$ cat src/rtl/mem_access_unit.sv
// mem_access_unit: memory-stage access controller and MEM/WB stage register.
// It runs one req/ack data-memory transaction per load/store and stalls the
// upstream pipeline while the access is outstanding. It also registers the
// result (ALU value, load data, destination) into the write-back slot.
//
// Memory handshake: dmem_req is registered. It rises on the edge that leaves
// IDLE. addr/we/wdata are latched on that same edge and hold steady while
// req is high. The memory answers with a single-cycle dmem_ack; dmem_rdata is
// valid in that cycle. req drops on the edge that samples ack or that
// detects the timeout. The FSM always passes through DONE before it can
// raise req again, so req is never high for two back-to-back transactions.
module mem_access_unit #(
  parameter int DATA_WIDTH     = 32,
  parameter int REG_IDX_WIDTH  = 5,
  parameter int TIMEOUT_CYCLES = 16
) (
  input  logic                     clk,
  input  logic                     rst,
  input  logic                     mem_no_op,
  input  logic                     mem_reg_write_enable,
  input  logic [1:0]               mem_mem_control,
  input  logic [DATA_WIDTH-1:0]    mem_alu_result,
  input  logic [DATA_WIDTH-1:0]    mem_store_data,
  input  logic [REG_IDX_WIDTH-1:0] mem_dest_reg_idx,
  output logic                     mem_stall,
  output logic                     dmem_req,
  output logic                     dmem_we,
  output logic [DATA_WIDTH-1:0]    dmem_addr,
  output logic [DATA_WIDTH-1:0]    dmem_wdata,
  input  logic                     dmem_ack,
  input  logic [DATA_WIDTH-1:0]    dmem_rdata,
  output logic                     wb_no_op,
  output logic                     wb_reg_write_enable,
  output logic                     wb_mem_read,
  output logic [DATA_WIDTH-1:0]    wb_alu_result,
  output logic [DATA_WIDTH-1:0]    wb_mem_read_data,
  output logic [REG_IDX_WIDTH-1:0] wb_dest_reg_idx,
  output logic                     wb_mem_error
);

  typedef enum logic [1:0] {
    IDLE = 2'd0,
    BUSY = 2'd1,
    DONE = 2'd2
  } state_t;

  // Last BUSY count value before the transaction is abandoned.
  localparam logic [7:0] TIMEOUT_LAST = 8'(TIMEOUT_CYCLES - 1);

  // state is kept as a named signal so checkers can bind to it directly.
  state_t                  state;
  state_t                  state_next;
  logic [7:0]              timeout_count;
  logic [DATA_WIDTH-1:0]   rdata_buf;
  logic                    error_bit;

  logic                    access;
  logic                    bad_access;
  logic                    start;
  logic                    timed_out;

  // Classify the instruction currently held in the MEM slot.
  always_comb begin
    access     = ~mem_no_op & (mem_mem_control != 2'b00);
    bad_access = (mem_alu_result[1:0] != 2'b00) | (mem_mem_control == 2'b11);
    start      = (state == IDLE) & access & ~bad_access;
    // An ack in the final cycle still wins over the timeout.
    timed_out  = (state == BUSY) & ~dmem_ack & (timeout_count == TIMEOUT_LAST);
  end

  // State register.
  always_ff @(posedge clk) begin
    if (rst) begin
      state <= IDLE;
    end else begin
      state <= state_next;
    end
  end

  // Next-state logic and combinational stall request.
  always_comb begin
    state_next = state;
    mem_stall  = 1'b0;
    case (state)
      IDLE: begin
        if (start) begin
          mem_stall  = 1'b1;
          state_next = BUSY;
        end
      end
      BUSY: begin
        mem_stall = 1'b1;
        if (dmem_ack || timed_out) begin
          state_next = DONE;
        end
      end
      DONE: begin
        // The WB slot takes the finished instruction on this edge and the
        // pipeline advances together with it.
        state_next = IDLE;
      end
      default: begin
        state_next = IDLE;
      end
    endcase
  end

  // Memory request channel, timeout counter, load buffer and error bit.
  always_ff @(posedge clk) begin
    if (rst) begin
      dmem_req      <= 1'b0;
      dmem_we       <= 1'b0;
      dmem_addr     <= '0;
      dmem_wdata    <= '0;
      timeout_count <= '0;
      rdata_buf     <= '0;
      error_bit     <= 1'b0;
    end else if (start) begin
      dmem_req      <= 1'b1;
      dmem_we       <= mem_mem_control[1];
      dmem_addr     <= {mem_alu_result[DATA_WIDTH-1:2], 2'b00};
      dmem_wdata    <= mem_store_data;
      timeout_count <= '0;
      rdata_buf     <= '0;
      error_bit     <= 1'b0;
    end else if (state == BUSY) begin
      if (dmem_ack) begin
        dmem_req  <= 1'b0;
        rdata_buf <= dmem_rdata;
      end else if (timed_out) begin
        dmem_req  <= 1'b0;
        error_bit <= 1'b1;
      end else begin
        timeout_count <= timeout_count + 8'd1;
      end
    end
  end

  // MEM/WB stage register: bubble while stalled, completed access in DONE,
  // otherwise capture the MEM slot directly (ALU op, bubble or bad access).
  always_ff @(posedge clk) begin
    if (rst) begin
      wb_no_op            <= 1'b1;
      wb_reg_write_enable <= 1'b0;
      wb_mem_read         <= 1'b0;
      wb_alu_result       <= '0;
      wb_mem_read_data    <= '0;
      wb_dest_reg_idx     <= '0;
      wb_mem_error        <= 1'b0;
    end else if (mem_stall) begin
      wb_no_op            <= 1'b1;
      wb_reg_write_enable <= 1'b0;
      wb_mem_read         <= 1'b0;
      wb_mem_error        <= 1'b0;
    end else if (state == DONE) begin
      wb_no_op            <= 1'b0;
      wb_reg_write_enable <= mem_reg_write_enable & ~error_bit;
      wb_mem_read         <= mem_mem_control[0];
      wb_alu_result       <= mem_alu_result;
      wb_mem_read_data    <= rdata_buf;
      wb_dest_reg_idx     <= mem_dest_reg_idx;
      wb_mem_error        <= error_bit;
    end else if (mem_no_op) begin
      wb_no_op            <= 1'b1;
      wb_reg_write_enable <= 1'b0;
      wb_mem_read         <= 1'b0;
      wb_mem_error        <= 1'b0;
    end else if (access) begin
      // Only bad accesses reach here: good ones raise mem_stall in IDLE.
      // No data comes back, so the read select stays low.
      wb_no_op            <= 1'b0;
      wb_reg_write_enable <= 1'b0;
      wb_mem_read         <= 1'b0;
      wb_alu_result       <= mem_alu_result;
      wb_dest_reg_idx     <= mem_dest_reg_idx;
      wb_mem_error        <= 1'b1;
    end else begin
      wb_no_op            <= 1'b0;
      wb_reg_write_enable <= mem_reg_write_enable;
      wb_mem_read         <= 1'b0;
      wb_alu_result       <= mem_alu_result;
      wb_dest_reg_idx     <= mem_dest_reg_idx;
      wb_mem_error        <= 1'b0;
    end
  end

endmodule
$ cat config.mk
export PLATFORM = sky130hd
export DESIGN_NAME = mem_access_unit
export DESIGN_NICKNAME = d
export VERILOG_FILES = /design/src/rtl/mem_access_unit.sv
export SDC_FILE = /design/constraint.sdc
export NUM_CORES = 1
export LEC_CHECK = 0
export CORE_UTILIZATION = 65
export CTS_BUF_LIST = sky130_fd_sc_hd__clkbuf_4 sky130_fd_sc_hd__clkbuf_8
export CTS_CLUSTER_DIAMETER = 100
export DETAILED_ROUTE_END_ITERATION = 8
export DONT_BUFFER_PORTS = 1
export PLACE_DENSITY_LB_ADDON = 0.25
export SLEW_MARGIN = 20
export SYNTH_ARGS = -nofsm -noshare
export SYNTH_HDL_FRONTEND = slang
export SYNTH_SLANG_ARGS = --single-unit
$ cat constraint.sdc
create_clock -name clk -period 4 [get_ports clk]
set_input_delay 0.4 -clock clk [delete_from_list [all_inputs] [get_ports clk]]
set_output_delay 0.4 -clock clk [all_outputs]
set_load 0.005 [all_outputs]
==> results.py, run 1 <==
metrics = {
    "grt": {
        "grt_remaining_overflow": 0,
        "track_usage_pct": 27.8,
        "grt_max_degree": 67,
        "grt_pass1_vias": 4737,
        "grt_pass1_wl_um": 22600,
        "antenna_found_initial": 0,
    },
    "yosys": {
        "yosysSeqAreaShare_pct": 54.6,
        "synth_area_sq_um": 6600,
        "synth_edf_count": 0,
        "synth_cells": 810,
        "async_reset_ff_share_pct": 0,
        "yosysWarnings": 0,
        "synth.largest_area_cell": "dfxtp_1",
        "syn_area_per_cell_sq_um": 8.14,
        "ys_seq_elements": 180,
        "synth_top_area_share_pct": 54.6,
        "synthFlopType": "dfxtp_1",
        "synthDistinctLibCells": 40,
        "synth_top_cells_by_area": "dfxtp_1 (55%), nand2_1 (15%), a21oi_1 (13%)",
    },
    "sta": {
        "hold_viol": 0,
        "relSlewSlack_pct": 27.9,
        "worst_pin_slew_ns": 1.08,
        "setup_viol_count_final": 0,
        "period_share_pct": 53.0,
        "rsz0062_at_grt": "no",
        "drv_slew": 0,
        "period_needed_ns": 2.12,
        "timing.fmax_mhz": 472,
        "final.setup.tns_ns": 0,
        "skew_ns": 0.0138,
    },
    "die": {
        "fp.dieW_um": 103,
        "dieArea_sq_um": 10600,
        "io_pins": 248,
        "fp.dieH_um": 103,
        "core_area_sq_um": 9820,
        "num_rows": 36,
        "start_util_pct": 67.2,
    },
    "clock_tree": {
        "htree_levels": 4,
        "clock_sinks": 180,
        "cts_tree": "yes",
        "cts_resized": 0,
        "clk_latency_ns": 0.45,
        "path_clk_slew_ns": 0.09,
        "clockRootBuffer": "clkbuf_8",
        "cts_buffer_depth": 2,
        "cts_buffers": 17,
    },
    "setup_path": {
        "worstSetupPathType": "flop to flop",
        "worstPathArrival_ns": 2.49,
        "crit_path_start_kind": "flop",
        "critical_path.cell_chain": "nor2b_2 -> buf_4 -> a21oi_4 -> nand3_1 -> a21oi_1",
        "critPathMaxFanout": 38,
        "slowest_stage": "a21oi_4",
        "worstPathRequired_ns": 4.37,
        "slowest_delay_ns": 0.77,
        "cp-end-kind": "flop",
    },
    "final_layout": {
        "final_area_sq_um": 6940,
        "n_antenna_cell": 0,
        "num-nets-final": 880,
        "final_cell_mix": "nand2_1 (256), dfxtp_1 (180), a21oi_1 (170)",
        "synthToLayoutAreaGrowth_pct": 5.18,
        "final_common_cell": "nand2_1",
        "drive_above_1_share_pct": 6.76,
        "num-fill-cells": 802,
    },
    "worst_hold_path": {
        "hold_class": "input pin to flop",
    },
    "routing": {
        "wl_um": 15500,
        "firstDrtPassIters": 5,
        "drt_iter0_markers": 212,
        "route.detailed.drc": 0,
        "via_per_inst": 5.81,
        "ant_nets": 0,
        "vias": 5330,
        "routedWlPerCell_um": 16.9,
    },
    "power_and_ir_drop": {
        "power.density_nw_per_um2": 470,
        "worst_ir_drop_vdd_uv": 252,
        "leakagePower_uw": 0.00224,
    },
    "flow_run": {
        "drv_cap": 0,
    },
    "placed_design": {
        "hpwl_um": 9800,
        "port_buffers": 0,
        "gp_congestion": 0.798,
        "placed_area_sq_um": 6480,
    },
    "status": {
        "status": "finished, final reports clean",
    },
}
[through the flow]
step	hold slack [ns]	setup slack, ns	std cells	util (%)	total power, uW
2_1_floorplan	0.432	2.48	811	-	2030
3_3_place_gp	0.431	1.93	882	66.0	2030
3_5_place_dp	0.437	1.81	882	66.0	2040
4_1_cts	0.00213	1.78	917	70.6	3280
5_1_grt	0.00710	1.68	917	70.6	3370
6_report	0.0420	1.88	917	70.6	3260
[power by group]
| group | total (uW) | switching [uW] | internal (uW) | leakage, uW |
|---|---|---|---|---|
| Sequential | 1870 | 38.4 | 1840 | 0.00146 |
| Clock | 1250 | 623 | 623 | 0.000195 |
| Combinational | 143 | 97.7 | 45.3 | 0.000587 |
| Total | 3260 | 759 | 2500 | 0.00224 |
[layout make-up]
class,count,area [sq um],share of cell area (%)
clock inverters,10,124,1.79
multi-input cells,560,2660,38.3
inverters,3,11.3,0.162
repair buffers,9,85.1,1.23
flip-flops and latches,180,3600,51.9
well taps,133,166,2.40
clock buffers,22,290,4.18
[cells in the mapped netlist, types with 2 or more instances]
master,number
xnor2_1,4
clkbuf_2,2
nand4_1,2
nand3b_1,2
nor3b_1,3
inv_1,3
nor2b_1,2
o21ai_1,5
nand2b_1,2
dfxtp_1,180
a21oi_1,171
nor2_1,13
nor3_1,4
clkbuf_1,40
buf_4,8
buf_6,6
buf_2,12
and3_1,2
nand2_1,256
o21ai_0,33
nand3_1,41
[sequential cells by signal, indices dropped and copies added (netlist names)]
signal / flops
dmem_addr: 30
dmem_req: 1
dmem_wdata: 32
dmem_we: 1
error_bit: 1
rdata_buf: 32
state: 2
timeout_count: 8
wb_alu_result: 32
wb_dest_reg_idx: 5
wb_mem_error: 1
wb_mem_read: 1
wb_mem_read_data: 32
wb_no_op: 1
wb_reg_write_enable: 1
[cell families (layout without fill, tap and decap cells)]
kind of cell / count (synthesis) / count (layout) / share of synthesized area [%]
flops: 180 / 180 / 54.6
simple gates: 333 / 333 / 21.1
buf+inv: 71 / 44 / 5.44
compound gates: 217 / 217 / 17.5
fa+ha+maj: 1 / 1 / 0.190
mux: 1 / 1 / 0.152
other cells: 1 / 2 / 0.0569
xor+xnor: 6 / 6 / 0.911
[layer usage]
layer	wire (um)	global-route usage (%)	share of wire, %	vias up
met5	0	0	0	-
met2	7470	45.8	48	244
met1	5820	30.8	38	2452
li1	-	-	-	2590
met4	492	13.9	3.2	0
met3	1720	11.9	11	44
[final timing paths]
check | startpoint | endpoint | slack [ns] | cells after the start
worst min-delay path | rst | wb_mem_read_data[27] | 0.04 | 1
worst max register to register | state[0] | wb_alu_result[16] | 1.88 | 5
worst min register to register | rdata_buf[27] | wb_mem_read_data[27] | 0.45 | 2
worst max-delay path | state[0] | wb_alu_result[16] | 1.88 | 5
[worst max-delay path, delay by kind of cell (launching register included)]
kind	cells	cell delay, ns
AO/OA/AOI/OAI	2	0.97
buffers and inverters	1	0.26
flip-flops	1	0.56
AND/OR/NAND/NOR	2	0.24
[repair_timing]
| action | 4_1_cts | 5_1_grt |
|---|---|---|
| buffers inserted | 0 | 0 |
| hold buffers | 3 | 0 |
| endpoints found under the hold margin | 53 | 0 |
Note: power is estimated with default switching activity, not from simulation.
==> run 2: changes to the inputs <==
CORE_UTILIZATION = 59   (was 65)
clock period = 1.8 ns   (was 4 ns; I/O delays follow)
==> run 2 against run 1 <==
Effect of this change: first-iteration DRC count up 100%; global-route usage down 0.12 points; combinational power rose to 2.6 times the previous value; sequential power up 120%; critical path type is now flop to output pin; hold slack worse by 0.26 ns; the run now ends with hold timing left; total power up 130%; die area up 10%.
==> results.py, run 2 (synthesized netlist as in run 1, its figures left out) <==
metrics = {
    "status": {
        "status": "finished, violations left",
        "violations": "hold timing",
    },
    "placed_design": {
        "gp_congestion": 0.752,
        "dp_cells": 897,
        "hpwl_um": 10500,
        "port_buffers": 0,
    },
    "grt": {
        "track_usage_pct": 27.7,
        "antenna_found_initial": 1,
        "grt_max_degree": 141,
        "grt_pass1_wl_um": 25200,
        "grt_remaining_overflow": 0,
        "grt_pass1_vias": 5238,
    },
    "setup_path": {
        "rr_endpoint": "rdata_buf[12]",
        "slowest_delay_ns": 0.41,
        "critical_path.cell_chain": "nor4_4 -> a21oi_2 -> nor2_4",
        "crit_buf_inv": 0,
        "worstPathRequired_ns": 1.62,
        "worstPathArrival_ns": 1.51,
        "critPathMaxFanout": 10,
        "crit_path_start_kind": "flop",
        "slowest_stage": "dfxtp_4",
        "path_delay_family": "simple AND/OR/NAND/NOR gates",
        "reg2reg_slack_ns": 0.20,
        "cp-end-kind": "output pin",
        "rr_worst_depth": 5,
        "r2r_start": "state[0]",
        "worstSetupPathType": "flop to output pin",
    },
    "final_layout": {
        "drive_above_1_share_pct": 7.41,
        "n_antenna_cell": 0,
        "final_cells": 963,
        "postLayoutCoreUtil_pct": 68.1,
        "final_cell_mix": "nand2_1 (256), dfxtp_1 (179), a21oi_1 (169)",
        "num-nets-final": 920,
        "synthToLayoutAreaGrowth_pct": 12.4,
        "final_common_cell": "nand2_1",
    },
    "routing": {
        "vias": 5591,
        "ant_nets": 0,
        "route.detailed.drc": 0,
        "via_per_inst": 5.81,
        "firstDrtPassIters": 4,
        "routedWlPerCell_um": 17.3,
        "drt_iter0_markers": 434,
        "wl_um": 16700,
    },
    "clock_tree": {
        "clock_sinks": 180,
        "cts_hold_buf": 34,
        "cts_buffers": 17,
        "cts_buffer_depth": 2,
        "clk_latency_ns": 0.46,
        "htree_levels": 4,
        "cts_tree": "yes",
        "path_clk_slew_ns": 0.08,
        "clockRootBuffer": "clkbuf_8",
    },
    "sta": {
        "hold_viol": 138,
        "period_share_pct": 93.7,
        "worst_pin_slew_ns": 0.592,
        "period_needed_ns": 1.69,
        "whs_ns": -0.213,
        "final.setup.tns_ns": 0,
        "setup_viol_count_final": 0,
        "drv_slew": 0,
        "skew_ns": 0.00913,
        "rsz0062_at_grt": "no",
        "timing.fmax_mhz": 593,
        "relSlewSlack_pct": 60.4,
    },
    "flow_run": {
        "drv_cap": 0,
    },
    "die": {
        "fp.dieH_um": 108,
        "start_util_pct": 60.6,
        "num_rows": 38,
        "dieArea_sq_um": 11600,
        "core_area_sq_um": 10900,
        "fp.dieW_um": 108,
        "io_pins": 248,
    },
    "power_and_ir_drop": {
        "worst_ir_drop_vdd_uv": 742,
        "leakagePower_uw": 0.00245,
        "power.density_nw_per_um2": 994,
        "total_power_uw": 7370,
    },
    "worst_hold_path": {
        "hold_depth": 1,
        "hold_class": "input pin to flop",
        "worst_hold_startpoint": "rst",
        "hold_path_end": "dmem_wdata[26]",
    },
}
==> run 2: how the worst max path moves through the flow <==
stage	start	endpoint	cells after the start
final	state[1]	mem_stall	3
after global routing	state[1]	mem_stall	3
after CTS	state[1]	mem_stall	3
after detailed placement	state[1]	wb_alu_result[9]	4
after global placement	state[1]	wb_alu_result[17]	4
after floorplan	timeout_count[0]	timeout_count[7]	6
==> run 2: per-layer routing <==
metal  track usage [%]  wire (um)  share of wire [%]
met4              11.1        351                2.1
met3              10.2       1680                 10
met1              30.4       6350                 38
met2              48.1       8290                 50
met5                 0          8              0.048
==> run 2: power by group <==
part           total (uW)  internal [uW]  switching [uW]
sequential           4160           4080            82.7
clock                2830           1440            1390
combinational         373            162             212
==> run 2: worst register-to-register path, delay by kind of cell (launching register included) <==
family | cells | cell delay, ns
AOI/OAI and AO/OA | 1 | 0.21
DFF | 1 | 0.47
and+or+nand+nor | 3 | 0.65
buffers and inverters | 1 | 0.20
==> run 2: area by class of cell <==
| type | count | area [sq um] |
|---|---|---|
| inverters | 3 | 11.3 |
| multi-input cells | 561 | 2690 |
| flip-flops and latches | 180 | 3610 |
| repair buffers | 48 | 512 |
| clock inverters | 12 | 155 |
| clock buffers | 19 | 262 |
| fillers | 911 | 3480 |
| well taps | 140 | 175 |
==> run 2: timing repair <==
item                                    CTS  global route
pin swaps                                 0             1
endpoints found under the setup margin    2            38
cloned                                    0             1
setup buffers                             0             0
endpoints found under the hold margin   172           138
resized for setup                         2             6
==> run 2: through the flow <==
stage | worst slack [ns] | cell area (sq um) | hold slack [ns]
after floorplan | 0.279 | 6600 | 0.316
after global placement | 0.111 | 6610 | 0.258
after detailed placement | 0.00536 | 6610 | 0.258
after CTS | 0.0226 | 7370 | -0.235
after global routing | 0.00728 | 7410 | -0.241
final | 0.113 | 7410 | -0.213
